## config.mk

```make
export PLATFORM = sky130hd
export DESIGN_NAME = dead_time_gen
export DESIGN_NICKNAME = d
export VERILOG_FILES = /design/src/rtl/dead_time_pkg.sv /design/src/rtl/dead_time_ch.sv /design/src/rtl/dead_time_gen.sv
export SDC_FILE = /design/constraint.sdc
export NUM_CORES = 1
export LEC_CHECK = 0
export CAP_MARGIN = 20
export CORE_UTILIZATION = 46
export DETAILED_ROUTE_END_ITERATION = 7
export PLACE_DENSITY = 0.83
export SYNTH_ARGS = -nofsm -noshare
export SYNTH_HDL_FRONTEND = slang
export SYNTH_HIERARCHICAL = 1
export SYNTH_SLANG_ARGS = --single-unit
```

## constraint.sdc

```tcl
create_clock -name clk -period 1.4 [get_ports clk]
set_input_delay 0.21 -clock clk [delete_from_list [all_inputs] [get_ports clk]]
set_output_delay 0.21 -clock clk [all_outputs]
set_load 0.1 [all_outputs]
```

## src/rtl/dead_time_pkg.sv

```systemverilog
// Shared state type and constants for the complementary dead-time generator.
package dead_time_pkg;

    typedef enum logic [1:0] {
        OFF   = 2'd0,
        DEAD  = 2'd1,
        ON_HI = 2'd2,
        ON_LO = 2'd3
    } dt_state_t;

    // Smallest dead interval; a programmed count of 0 is promoted to this.
    localparam int DT_MIN = 1;

endpackage

```

## src/rtl/dead_time_ch.sv

```systemverilog
// One complementary channel: OFF/DEAD/ON_HI/ON_LO state machine plus the
// dead-interval down-counter. Gate outputs are flops decoded from next state.
module dead_time_ch
    import dead_time_pkg::*;
#(
    parameter int DT_W = 8
) (
    input  logic            clk,
    input  logic            rst_n,
    input  logic            run,
    input  logic [DT_W-1:0] dt_cycles,
    input  logic            pwm,
    output logic            s,
    output logic            nots,
    output dt_state_t       state
);

    localparam logic [DT_W-1:0] CNT_MIN = DT_W'(DT_MIN);

    dt_state_t       state_next;
    logic [DT_W-1:0] cnt;
    logic [DT_W-1:0] cnt_next;
    logic [DT_W-1:0] dt_load;
    logic            cmd_q;
    logic            cmd_next;

    // dt_cycles is only looked at here, i.e. at the moment the counter loads.
    assign dt_load = (dt_cycles < CNT_MIN) ? CNT_MIN : dt_cycles;

    always_comb begin
        state_next = state;
        cnt_next   = cnt;
        cmd_next   = cmd_q;
        if (!run) begin
            state_next = OFF;
            cnt_next   = '0;
        end else begin
            case (state)
                OFF: begin
                    state_next = DEAD;
                    cnt_next   = dt_load;
                    cmd_next   = pwm;
                end
                DEAD: begin
                    // Any command change restarts the whole interval.
                    if (pwm != cmd_q) begin
                        cnt_next = dt_load;
                        cmd_next = pwm;
                    end else if (cnt == CNT_MIN) begin
                        state_next = cmd_q ? ON_HI : ON_LO;
                        cnt_next   = '0;
                    end else begin
                        cnt_next = cnt - CNT_MIN;
                    end
                end
                ON_HI: begin
                    if (!pwm) begin
                        state_next = DEAD;
                        cnt_next   = dt_load;
                        cmd_next   = 1'b0;
                    end
                end
                ON_LO: begin
                    if (pwm) begin
                        state_next = DEAD;
                        cnt_next   = dt_load;
                        cmd_next   = 1'b1;
                    end
                end
                default: begin
                    state_next = OFF;
                    cnt_next   = '0;
                end
            endcase
        end
    end

    always_ff @(posedge clk or negedge rst_n) begin
        if (!rst_n) begin
            state <= OFF;
            cnt   <= '0;
            cmd_q <= 1'b0;
            s     <= 1'b0;
            nots  <= 1'b0;
        end else begin
            state <= state_next;
            cnt   <= cnt_next;
            cmd_q <= cmd_next;
            s     <= (state_next == ON_HI);
            nots  <= (state_next == ON_LO);
        end
    end

endmodule

```

## src/rtl/dead_time_gen.sv

```systemverilog
// N-channel complementary gate-drive generator with counted dead time.
// Optional fault latch compiled in with `define DEAD_TIME_FAULT_EN.
module dead_time_gen
    import dead_time_pkg::*;
#(
    parameter int N_CH = 1,
    parameter int DT_W = 8
) (
    input  logic            clk,
    input  logic            rst_n,
    input  logic            en,
    input  logic [DT_W-1:0] dt_cycles,
    input  logic [N_CH-1:0] pwm_in,
`ifdef DEAD_TIME_FAULT_EN
    input  logic            fault,
    input  logic            fault_clr,
    output logic            fault_lat,
`endif
    output logic [N_CH-1:0] s,
    output logic [N_CH-1:0] nots,
    output logic [N_CH-1:0] dt_busy
);

    logic      run;
    dt_state_t ch_state [N_CH];

`ifdef DEAD_TIME_FAULT_EN
    // fault wins over fault_clr; the live fault also blocks the same edge.
    always_ff @(posedge clk or negedge rst_n) begin
        if (!rst_n) begin
            fault_lat <= 1'b0;
        end else if (fault) begin
            fault_lat <= 1'b1;
        end else if (fault_clr) begin
            fault_lat <= 1'b0;
        end
    end

    assign run = en & ~fault & ~fault_lat;
`else
    assign run = en;
`endif

    for (genvar i = 0; i < N_CH; i++) begin : g_ch
        dead_time_ch #(
            .DT_W (DT_W)
        ) u_ch (
            .clk       (clk),
            .rst_n     (rst_n),
            .run       (run),
            .dt_cycles (dt_cycles),
            .pwm       (pwm_in[i]),
            .s         (s[i]),
            .nots      (nots[i]),
            .state     (ch_state[i])
        );

        assign dt_busy[i] = (ch_state[i] == DEAD);
    end

endmodule
```

==> results.md, run 1 <==
- Worst setup EP type: flop
- Power Density: 817 nW/um^2
- Clock tree buffer depth: 2
- Clk sinks: 13
- PortBufs: 14
- DIE AREA: 2070 sq um
- Final period util: 112%
- Slew headroom: 66.8%
- Yosys cell types: 42
- Post-synth top flop: dfrtp_1
- CTS tree: done
- Switching part of the total power: 34.5%
- Flop-to-flop setup slack: -0.17 ns
- Area grow syn2layout: 65.1%
- Hold buffers post-CTS: 0
- Synth area leaders: dfrtp_1 37%, a22oi_1 3.4%, nand2_1 3.0%
- Hold Crit Class: input pin to asynchronous set/reset pin
- Num rows: 15
- Core area: 1750 sq um
- RR Startpoint: g_ch[0].u_ch/cnt[1]
- WL final: 2980 microns
- Syn avg cell area: 9.38 sq um
- Largest delay share family, worst path: simple AND/OR/NAND/NOR gates
- Yosys warnings: 6
- Failing checks: setup timing
- Seq pwr share: between 30% and 40%
- I/O Pins: 15
- Post-synth ARST share: 100%
- Pint: 0.000770 W
- Vias in the first global route: 964
- Share of post-route cells with drive strength above 1: around 44%
- NetSw: 0.000406 W
- Flops & latches, synth: 13
- # fillers: between 80 and 90
- Initial antenna violation count: 0
- Die H: 45.5 microns
- Clock Skew: 0.0131 ns
- Finished Layout Cells: 167
- Clock transition at the registers of the reported paths: 0.09 ns
- Highest Clock Rate: around 640 MHz
- Post-synthesis sequential area ratio: 37.3%
- Vias per inst: around 6.2
- FF-to-FF End: g_ch[0].u_ch/nots
- # setup viols final: 12
- First-pass GRT wire length: 4420 microns
- Total CTS buffers: 3
- Wire length per cell: about 18 microns
- RSZ-0062 raised after global routing: true
- CP bufs+invs: 2
- Mapped Cells: slightly above 90
- Lkg Pwr: 0.625 nW
- WP data required: 1.61 ns
- Largest net degree at the start of global routing: 14
- Placer congestion estimate: about 0.9
- Commonest cells post-synth: 13 x dfrtp_1, 7 x nand2_1, 5 x a21oi_1, 5 x inv_1, 5 x nor3_1
- Total Routing Usage GR: 30.2%
- Outcome: complete, but fails checks
- Place WS: -0.474 ns
- Critical-path cell list: inv_2, ha_4, nor4b_4, buf_4, nand4_1, o22ai_2, and3_1
- Post-synth EDFFs: 0
- Setup WS post-layout: -0.167 ns
- Syn_nets: ~110
- Antenna Cells: 0
- Peak VDD IR: around 0.67 mV
- Grt ovf: 0
- Die X: around 46 microns
- CP startpoint kind: flop
- WP data arrival: around 1.8 ns
- Count leader, synth: dfrtp_1
- Slowest CP cell: dfrtp_1
- DRC Markers: 0
- Top-area cell type share of the netlist area: 37.3%
- Yosys top cell by area: dfrtp_1
- Clock latency at the later pin of the worst-skew pair: 0.28 ns
- R2R cell count: 7
- Root buffer cell: clkbuf_4
- Nets: 157
- Crit path kind: flop to flop
- Final Hold Viols: 0
- Pins Over Slew Limit: 0
- Period minus WS final: 1.57 ns
- H-tree Lvls: 1
- Cell Area, Synth: around 870 sq um
- Clock power share: between 20% and 30%
- Logic pwr share: 41.2%
- Worst-path fanout max: 3
- Initial DRC Count: 62
- Max stage delay on crit path: 0.40 ns
- 1st-pass router iterations: 4
- MaxCap Viol Count: 0
- Actual slew at the worst max-slew pin: 0.495 ns
- Vias: 1034
- Placed instance count: 157
- ANT nets after route: 0
- HPWL after DPL: 1970 microns
- Starting density of the core: 50.0%
power groups by stage:
stage,clock (W),combinational (W),sequential [W]
final,0.000243,0.000485,0.000450
after global routing,0.000256,0.000515,0.000453
after CTS,0.000242,0.000459,0.000448
after detailed placement,0,0.000406,0.000452
after global placement,0,0.000384,0.000449
after floorplan,0,0.000201,0.000454
routing by layer:
metal | routed length, microns | global-route usage, %
met4 | 53 | 5.45
met5 | 0 | 0
met3 | 229 | 5.95
met1 | 1220 | 39.3
met2 | 1470 | 51.7
registers in the layout (all words and copies together), names as in the netlist:
| signal | flops |
|---|---|
| g_ch.u_ch/cmd_q | 1 |
| g_ch.u_ch/cnt | 8 |
| g_ch.u_ch/nots | 1 |
| g_ch.u_ch/s | 1 |
| g_ch.u_ch/state | 2 |
cell families after synthesis:
family / after synthesis / share of synthesized area, %
adder cells (fa/ha/maj): 2 / 2.87
XOR/XNOR: 4 / 4.88
AO/OA/AOI/OAI: 25 / 20.4
AND/OR/NAND/NOR: 40 / 28.8
flip-flops: 13 / 37.3
buffers and inverters: 9 / 5.74
through the flow:
step | area (sq um) | util [%] | setup TNS, ns | power (W) | hold WS [ns]
floorplan | 883 | - | -0.110 | 0.000654 | -0.0856
global placement | 1270 | 72.8 | -3.16 | 0.000833 | 0.534
detailed placement | 1270 | 72.8 | -3.92 | 0.000858 | 0.537
CTS | 1410 | 80.7 | -1.07 | 0.00115 | 0.232
global route | 1440 | 82.5 | -2.02 | 0.00122 | 0.251
finish | 1440 | 82.5 | -1.19 | 0.00118 | 0.225
what timing repair did:
| item | 4_1_cts | 5_1_grt |
|---|---|---|
| gates cloned | 0 | 0 |
| setup buffers | 6 | 0 |
| setup endpoints to repair | 12 | 13 |
| pin swaps | 14 | 1 |
| gates resized for setup | 17 | 9 |
placed cells by master (no fill, tap or decap), types with 2 or more instances in the layout:
cell,count
nor3_1,4
nand2b_1,3
a22oi_1,4
o21ai_0,2
buf_4,29
dfrtp_1,11
xnor2_1,2
clkbuf_4,3
and3_1,2
nand3_2,2
nor2b_1,2
inv_1,4
nand2_1,6
a21oi_2,3
nand4_1,2
nor4_1,2
buf_6,6
dfrtp_2,2
nand4b_1,2
nand3_1,2
clkdlybuf4s50_1,10
buf_12,3
o211ai_1,2
a21oi_1,3
layout make-up:
class | count | area [sq um] | area share, %
tap | 25 | 31.3 | 2.17
inverter | 5 | 18.8 | 1.30
sequential | 13 | 328 | 22.8
timing repair buffer | 49 | 458 | 31.8
clock buffer | 4 | 26.3 | 1.82
multi-input combinational | 71 | 578 | 40.1
worst max path at each step:
stage          depth (start not counted)                  end                start
6_report                               7    g_ch[0].u_ch/nots  g_ch[0].u_ch/cnt[1]
5_1_grt                                7    g_ch[0].u_ch/nots  g_ch[0].u_ch/cnt[1]
4_1_cts                                7  g_ch[0].u_ch/cnt[2]  g_ch[0].u_ch/cnt[1]
3_5_place_dp                           5  g_ch[0].u_ch/cnt[6]               pwm_in
3_3_place_gp                           5  g_ch[0].u_ch/cnt[5]               pwm_in
2_1_floorplan                          4  g_ch[0].u_ch/cnt[7]  g_ch[0].u_ch/cnt[3]
Power figures use the tool's default switching activity.
==> run 2, diff against run 1 <==
--- a/config.mk
+++ b/config.mk
@@ -5,7 +5,6 @@
 export SDC_FILE = /design/constraint.sdc
 export NUM_CORES = 1
 export LEC_CHECK = 0
-export CAP_MARGIN = 20
 export CORE_UTILIZATION = 46
 export DETAILED_ROUTE_END_ITERATION = 7
 export PLACE_DENSITY = 0.83
==> results of run 2 <==
The final DEF is identical to that of run 1; final timing and power are the same.
==> run 3, diff against run 2 <==
--- a/config.mk
+++ b/config.mk
@@ -5,9 +5,12 @@
 export SDC_FILE = /design/constraint.sdc
 export NUM_CORES = 1
 export LEC_CHECK = 0
+export CORE_MARGIN = 2
 export CORE_UTILIZATION = 46
+export CTS_CLUSTER_DIAMETER = 120
 export DETAILED_ROUTE_END_ITERATION = 7
 export PLACE_DENSITY = 0.83
+export SLEW_MARGIN = 25
 export SYNTH_ARGS = -nofsm -noshare
 export SYNTH_HDL_FRONTEND = slang
 export SYNTH_HIERARCHICAL = 1
==> run 3 against run 2 <==
  * The flow still finishes with violations (setup timing)
  * First-iteration DRC count rose by 21%
  * Sequential share of layout area is essentially flat
  * Power about the same
  * Sequential power barely moved
  * Register-to-register slack got worse by 0.06 ns
  * Count of clock-buffer cells in the layout is the same
  * Highest routed layer unchanged
==> results.md, run 3 (synthesis results as in run 1) <==
- Outcome: complete, but fails checks
- Failing checks: setup timing
- Clock Skew: 0.000542 ns
- WP data required: 1.59 ns
- CTS tree: done
- Clock tree buffer depth: 2
- Num rows: 15
- Hold slack: 0.238 ns
- 1st-pass router iterations: 4
- Most frequent cells in the layout: 38 x buf_4, 12 x dfrtp_1, 10 x clkdlybuf4s50_1
- Area grow syn2layout: 64.3%
- Wire length per cell: 18.7 microns
- Highest Clock Rate: 615 MHz
- FF-to-FF End: g_ch[0].u_ch/cnt[0]
- Share of post-route cells with drive strength above 1: 44.5%
- Total Routing Usage GR: 29.3%
- Slowest CP cell: dfrtp_1
- Vias per inst: 6.05
- Die X: 47.5 microns
- # fillers: 113
- Total CTS buffers: 3
- Flop-to-flop setup slack: -0.22 ns
- PortBufs: 14
- Nets: between 150 and 200
- Clk sinks: 13
- WP data arrival: ~1.8 ns
- Largest register FFs: 8
- Core area: 1760 sq um
- DIE AREA: 2260 sq um
- Hold Crit Class: input pin to asynchronous set/reset pin
- Peak VDD IR: between 0.5 and 0.6 mV
- Period minus WS final: 1.62 ns
- Largest net degree at the start of global routing: 14
- H-tree Lvls: 1
- # setup viols final: 10
- Actual slew at the worst max-slew pin: about 0.47 ns
- MaxCap Viol Count: 0
- Placer congestion estimate: 0.882
- HPWL after DPL: 1910 microns
- Clock transition at the registers of the reported paths: 0.08 ns
- Vias: 1034
- Final Hold Viols: 0
- Pwr Total: 0.00118 W
- Post-Layout Inst Area: 1430 sq um
- Setup WS post-layout: -0.225 ns
- Setup TNS: -1.61 ns
- Final core occ: 81.2%
- Power Density: just over 800 nW/um^2
- Root buffer cell: clkbuf_4
- I/O Pins: 15
- Initial DRC Count: 75
- CP bufs+invs: 2
- Biggest register: g_ch.u_ch/cnt
- Slew headroom: 68.6%
- RSZ-0062 raised after global routing: true
- Commonest non-fill, non-tap cell in the layout: buf_4
- Starting density of the core: 49.4%
- Vias in the first global route: 1003
- Initial antenna violation count: 0
- Clock latency at the later pin of the worst-skew pair: roughly 0.27 ns
- R2R cell count: 7
- Most Frequent Cell on Critical Path: buf_4
- Grt ovf: 0
- Regs by FF count: g_ch.u_ch/cnt x8, g_ch.u_ch/state x2
- Max stage delay on crit path: between 0.4 and 0.5 ns
- Die H: ~48 microns
- ANT nets after route: 0
- DRC Markers: 0
- Post-DP Area: 1290 sq um
- Worst-path fanout max: 6
- WL final: roughly 3200 microns
- Lkg Pwr: 0.625 nW
- Largest delay share family, worst path: flip-flops
- First-pass GRT wire length: 4540 microns
- Crit path kind: flop to flop
- Pins Over Slew Limit: 0
- Critical-path cell list: ha_2, nor4b_4, buf_4, a21oi_4, nand2_2, buf_4, o211ai_1
- CP startpoint kind: flop
- Worst setup EP type: flop
- Final period util: 116%
- Antenna Cells: 0
- RR Startpoint: g_ch[0].u_ch/cnt[0]
-- run 3: cell types whose count changed in the layout (fill, tap and decap cells not counted), moves of 2 or more --
cell	previous run	this run
buf_4	29	38
buf_6	6	1
a21oi_2	3	1
nand3_1	2	4
nand3_2	2	0
nor3_1	4	2
nor3_2	1	3
-- run 3: layer usage --
layer / GRT usage [%] / vias to the layer above / share of wire [%]
met5: 0 / - / 0
met4: 13.0 / 0 / 2.6
met3: 5.28 / 14 / 6.9
met2: 50.8 / 64 / 51
met1: 35.3 / 495 / 39
li1: - / 461 / -
-- run 3: cell type report --
type	count	area (sq um)	share of cell area [%]
Sequential cell	13	327	22.8
Timing Repair Buffer	53	465	32.5
Tap cell	25	31.3	2.18
Inverter	5	18.8	1.31
Multi-Input combinational cell	71	564	39.4
Clock buffer	4	26.3	1.83
-- run 3: where the power goes --
part	internal, W	switching (W)
sequential	0.000406	0.0000429
clock	0.000110	0.000122
combinational	0.000260	0.000236
total	0.000777	0.000401
-- run 3: how the worst max path moves through the flow --
| stage | end | slack (ns) | cells past startpoint | from |
|---|---|---|---|---|
| 4_1_cts | g_ch[0].u_ch/cnt[7] | -0.18 | 5 | g_ch[0].u_ch/cnt[1] |
| 2_1_floorplan | g_ch[0].u_ch/cnt[7] | -0.06 | 4 | g_ch[0].u_ch/cnt[3] |
| 6_report | g_ch[0].u_ch/cnt[0] | -0.22 | 7 | g_ch[0].u_ch/cnt[0] |
| 3_5_place_dp | g_ch[0].u_ch/cnt[5] | -0.47 | 5 | pwm_in |
| 3_3_place_gp | g_ch[0].u_ch/cnt[5] | -0.40 | 5 | pwm_in |
| 5_1_grt | g_ch[0].u_ch/cnt[0] | -0.30 | 7 | g_ch[0].u_ch/cnt[0] |
-- run 3: per-stage QoR --
| step | setup WS, ns | instances |
|---|---|---|
| after floorplan | -0.0626 | 93 |
| after global placement | -0.399 | 159 |
| after detailed placement | -0.474 | 159 |
| after global routing | -0.296 | 171 |
| after CTS | -0.178 | 168 |
| final | -0.225 | 171 |
-- run 3: what timing repair did --
item,CTS,global route
hold buffers,0,0
endpoints found under the setup margin,11,12
pin swaps,4,8
buffers inserted,5,3
resized for setup,12,5
==> patch, RTL diff (config.mk and constraints of run 1) <==
Put a register stage on the output `nots`, without a reset. The value now appears one clock later. The other outputs are not delayed to match.
--- a/src/rtl/dead_time_gen.sv
+++ b/src/rtl/dead_time_gen.sv
@@ -21,4 +21,6 @@
     output logic [N_CH-1:0] dt_busy
 );
+
+    logic [N_CH-1:0] nots_d;
 
     logic      run;
@@ -52,5 +54,5 @@
             .pwm       (pwm_in[i]),
             .s         (s[i]),
-            .nots      (nots[i]),
+            .nots      (nots_d[i]),
             .state     (ch_state[i])
         );
@@ -59,3 +61,7 @@
     end
 
+    always_ff @(posedge clk) begin
+        nots <= nots_d;
+    end
+
 endmodule
Formal check against the unedited RTL: not equivalent (Yosys sat finds a counterexample within 4 cycles, from zero or initial values and one cycle with rst_n low).
==> patch against run 1 <==
  * The flow still finishes with violations (setup timing)
  * Power increased by 11%
  * Via count is 4.5% higher
  * Die area increased by 2.2%
  * Wire length up 16%
  * Area after synthesis grew 2.3%
  * Sequential cell count rose by 1
  * Worst setup slack worse by 0.047 ns
  * Final area increased by 4.5%
  * Global-route usage rose by 0.32 points
  * Largest power group unchanged
  * Highest routed layer unchanged
==> patch: results (changes against run 1) <==
Timing
  • Number of failing hold endpoints at the final stage: 0 (unchanged)
  • Final setup vio count: 13 (+1)
  • Clock Skew: 0.0124 ns (-0.000671 ns)
  • Setup slack after layout: -0.213 ns (-0.0468 ns)
  • Worst-margin pin slew: 0.473 ns (-0.0222 ns)

Logic synthesis
  • Proportion of synthesized flip-flops having asynchronous set or reset: 0.929 (-0.0714)
  • Proportion of synthesized chip area in sequential cells: 0.387 (+0.0141)
  • Main area contributors after synthesis: sky130_fd_sc_hd__dfrtp_1 36%, sky130_fd_sc_hd__a22oi_1 3.4%, sky130_fd_sc_hd__nand2_1 2.9%
  • Net Count, Synth: 108 (+0.93%)
  • Synth cell count leaders: 13 x sky130_fd_sc_hd__dfrtp_1, 7 x sky130_fd_sc_hd__nand2_1, 5 x sky130_fd_sc_hd__a21oi_1, 5 x sky130_fd_sc_hd__inv_1, 5 x sky130_fd_sc_hd__nor3_1
  • Library cells used by synthesis: 43 (+2.4%)
  • Syn. warnings: 6 (unchanged)

Pwr
  • Largest vdd supply drop: 0.000616 V (-7.4%)
  • Total internal power: 0.000868 W (+13%)
  • Leakage: 0.644 nW (+3.1%)

Layout
  • Final #Nets: 161 (+2.5%)
  • Fill count: 88 (+1.1%)
  • Most flops, register: g_ch.u_ch/cnt
  • Top flop regs: g_ch.u_ch/cnt x8, g_ch.u_ch/state x2
  • Share of layout cells above drive strength 1: 0.459 (+0.0152)

Clock network
  • Clock H-tree levels: 1 (unchanged)
  • Latest clock arrival within the worst-skew pair: 0.30 ns (+0.02 ns)
  • Root buf cell: sky130_fd_sc_hd__clkbuf_4
  • Total clock buffers created by CTS: 3 (unchanged)
  • Clock-pin slew on the worst setup and hold paths: 0.11 ns (+0.02 ns)

Worst setup path
  • Worst path arrival time: 1.81 ns (+0.03 ns)
  • Largest driver fanout on the critical path: 2 (-1)

Placed design
  • Pre-CTS setup slack: -0.529 ns (-0.0547 ns)
  • HPWL after detailed placement: 1990 um (+0.73%)
  • Placed Instance Area: 1310 um^2 (+3.3%)
  • Routability congestion estimate: 0.912 (+2.2%)

Status
  • Violated checks: setup timing
  • Outcome: finished, violations left

Routing
  • Number of vias after detailed routing: 1081 (+4.5%)
  • DRC violation total after the first TritonRoute iteration: 67 (+8.1%)
  • Number of detailed-route iterations in the first pass: 4 (unchanged)
  • WL/cell: 20.1 um (+13%)

Global route
  • GRT Overall Usage: 0.305 (+0.00316)
  • Largest net degree at the start of global routing: 14 (unchanged)
  • Number of global-route vias before repair: 1002 (+3.9%)
  • First-pass GRT wire length: 4420 um (-0.14%)

Job
  • Max-cap violations: 0 (unchanged)

Hold path
  • Hold crit path type: in2async
patch: final timing paths:
path	slack, ns	depth (start not counted)	end	startpoint
min	0.21	2	g_ch[0].u_ch/cnt[6]$_DFFE_PN0P_	rst_n
max reg2reg	-0.20	7	g_ch[0].u_ch/cnt[2]$_DFFE_PN0P_	g_ch[0].u_ch/cnt[1]$_DFFE_PN0P_
max in group asynchronous	1.01	2	g_ch[0].u_ch/cnt[3]$_DFFE_PN0P_	rst_n
min reg2reg	0.36	0	nots$_DFF_P_	g_ch[0].u_ch/nots$_DFF_PN0_
max	-0.21	5	g_ch[0].u_ch/cnt[0]$_DFFE_PN0P_	dt_cycles[5]
min in group clk	0.36	0	nots$_DFF_P_	g_ch[0].u_ch/nots$_DFF_PN0_
patch: metal layers:
layer	wire, um	vias up	global-route usage
met3	350	26	0.0556
met2	1670	85	0.532
met5	0	-	0
met1	1190	506	0.345
li1	-	464	-
met4	225	0	0.165
patch: critical path: stages:
cell	delay, ns
sky130_fd_sc_hd__clkdlybuf4s50_1	0.44
sky130_fd_sc_hd__or4_1	0.57
sky130_fd_sc_hd__nor4_1	0.30
sky130_fd_sc_hd__o21ai_0	0.17
sky130_fd_sc_hd__o211ai_1	0.13
patch: kinds of logic after synthesis:
| group | share of synthesized area |
|---|---|
| XOR/XNOR | 0.0477 |
| flip-flops | 0.387 |
| AO/OA/AOI/OAI | 0.199 |
| buffers and inverters | 0.0561 |
| adder cells (fa/ha/maj) | 0.0280 |
| AND/OR/NAND/NOR | 0.282 |
patch: final cells by class:
class / count / area, um^2 / share of cell area
Sequential cell: 14 / 348 / 0.231
Multi-Input combinational cell: 71 / 593 / 0.394
Inverter: 5 / 18.8 / 0.0125
Timing Repair Buffer: 52 / 478 / 0.318
Tap cell: 25 / 31.3 / 0.0208
Clock buffer: 4 / 36.3 / 0.0241
patch: metrics by stage:
stage          setup TNS, ns  utilization  std cells
2_1_floorplan         -0.110            -         94
3_3_place_gp           -4.24        0.745        161
5_1_grt                -2.13        0.853        171
6_report               -1.36        0.853        171
3_5_place_dp           -5.16        0.745        161
4_1_cts               -0.807        0.797        168
patch: power groups by stage:
stage	combinational (W)	sequential [W]	clock, W
floorplan	0.000201	0.000483	0
global placement	0.000399	0.000476	0
detailed placement	0.000419	0.000479	0
CTS	0.000437	0.000472	0.000307
global route	0.000544	0.000480	0.000334
finish	0.000517	0.000477	0.000316
patch: timing repair:
item | CTS | global route
endpoints found under the setup margin | 13 | 13
gates resized for setup | 11 | 13
buffers inserted | 3 | 3
pin swaps | 8 | 12
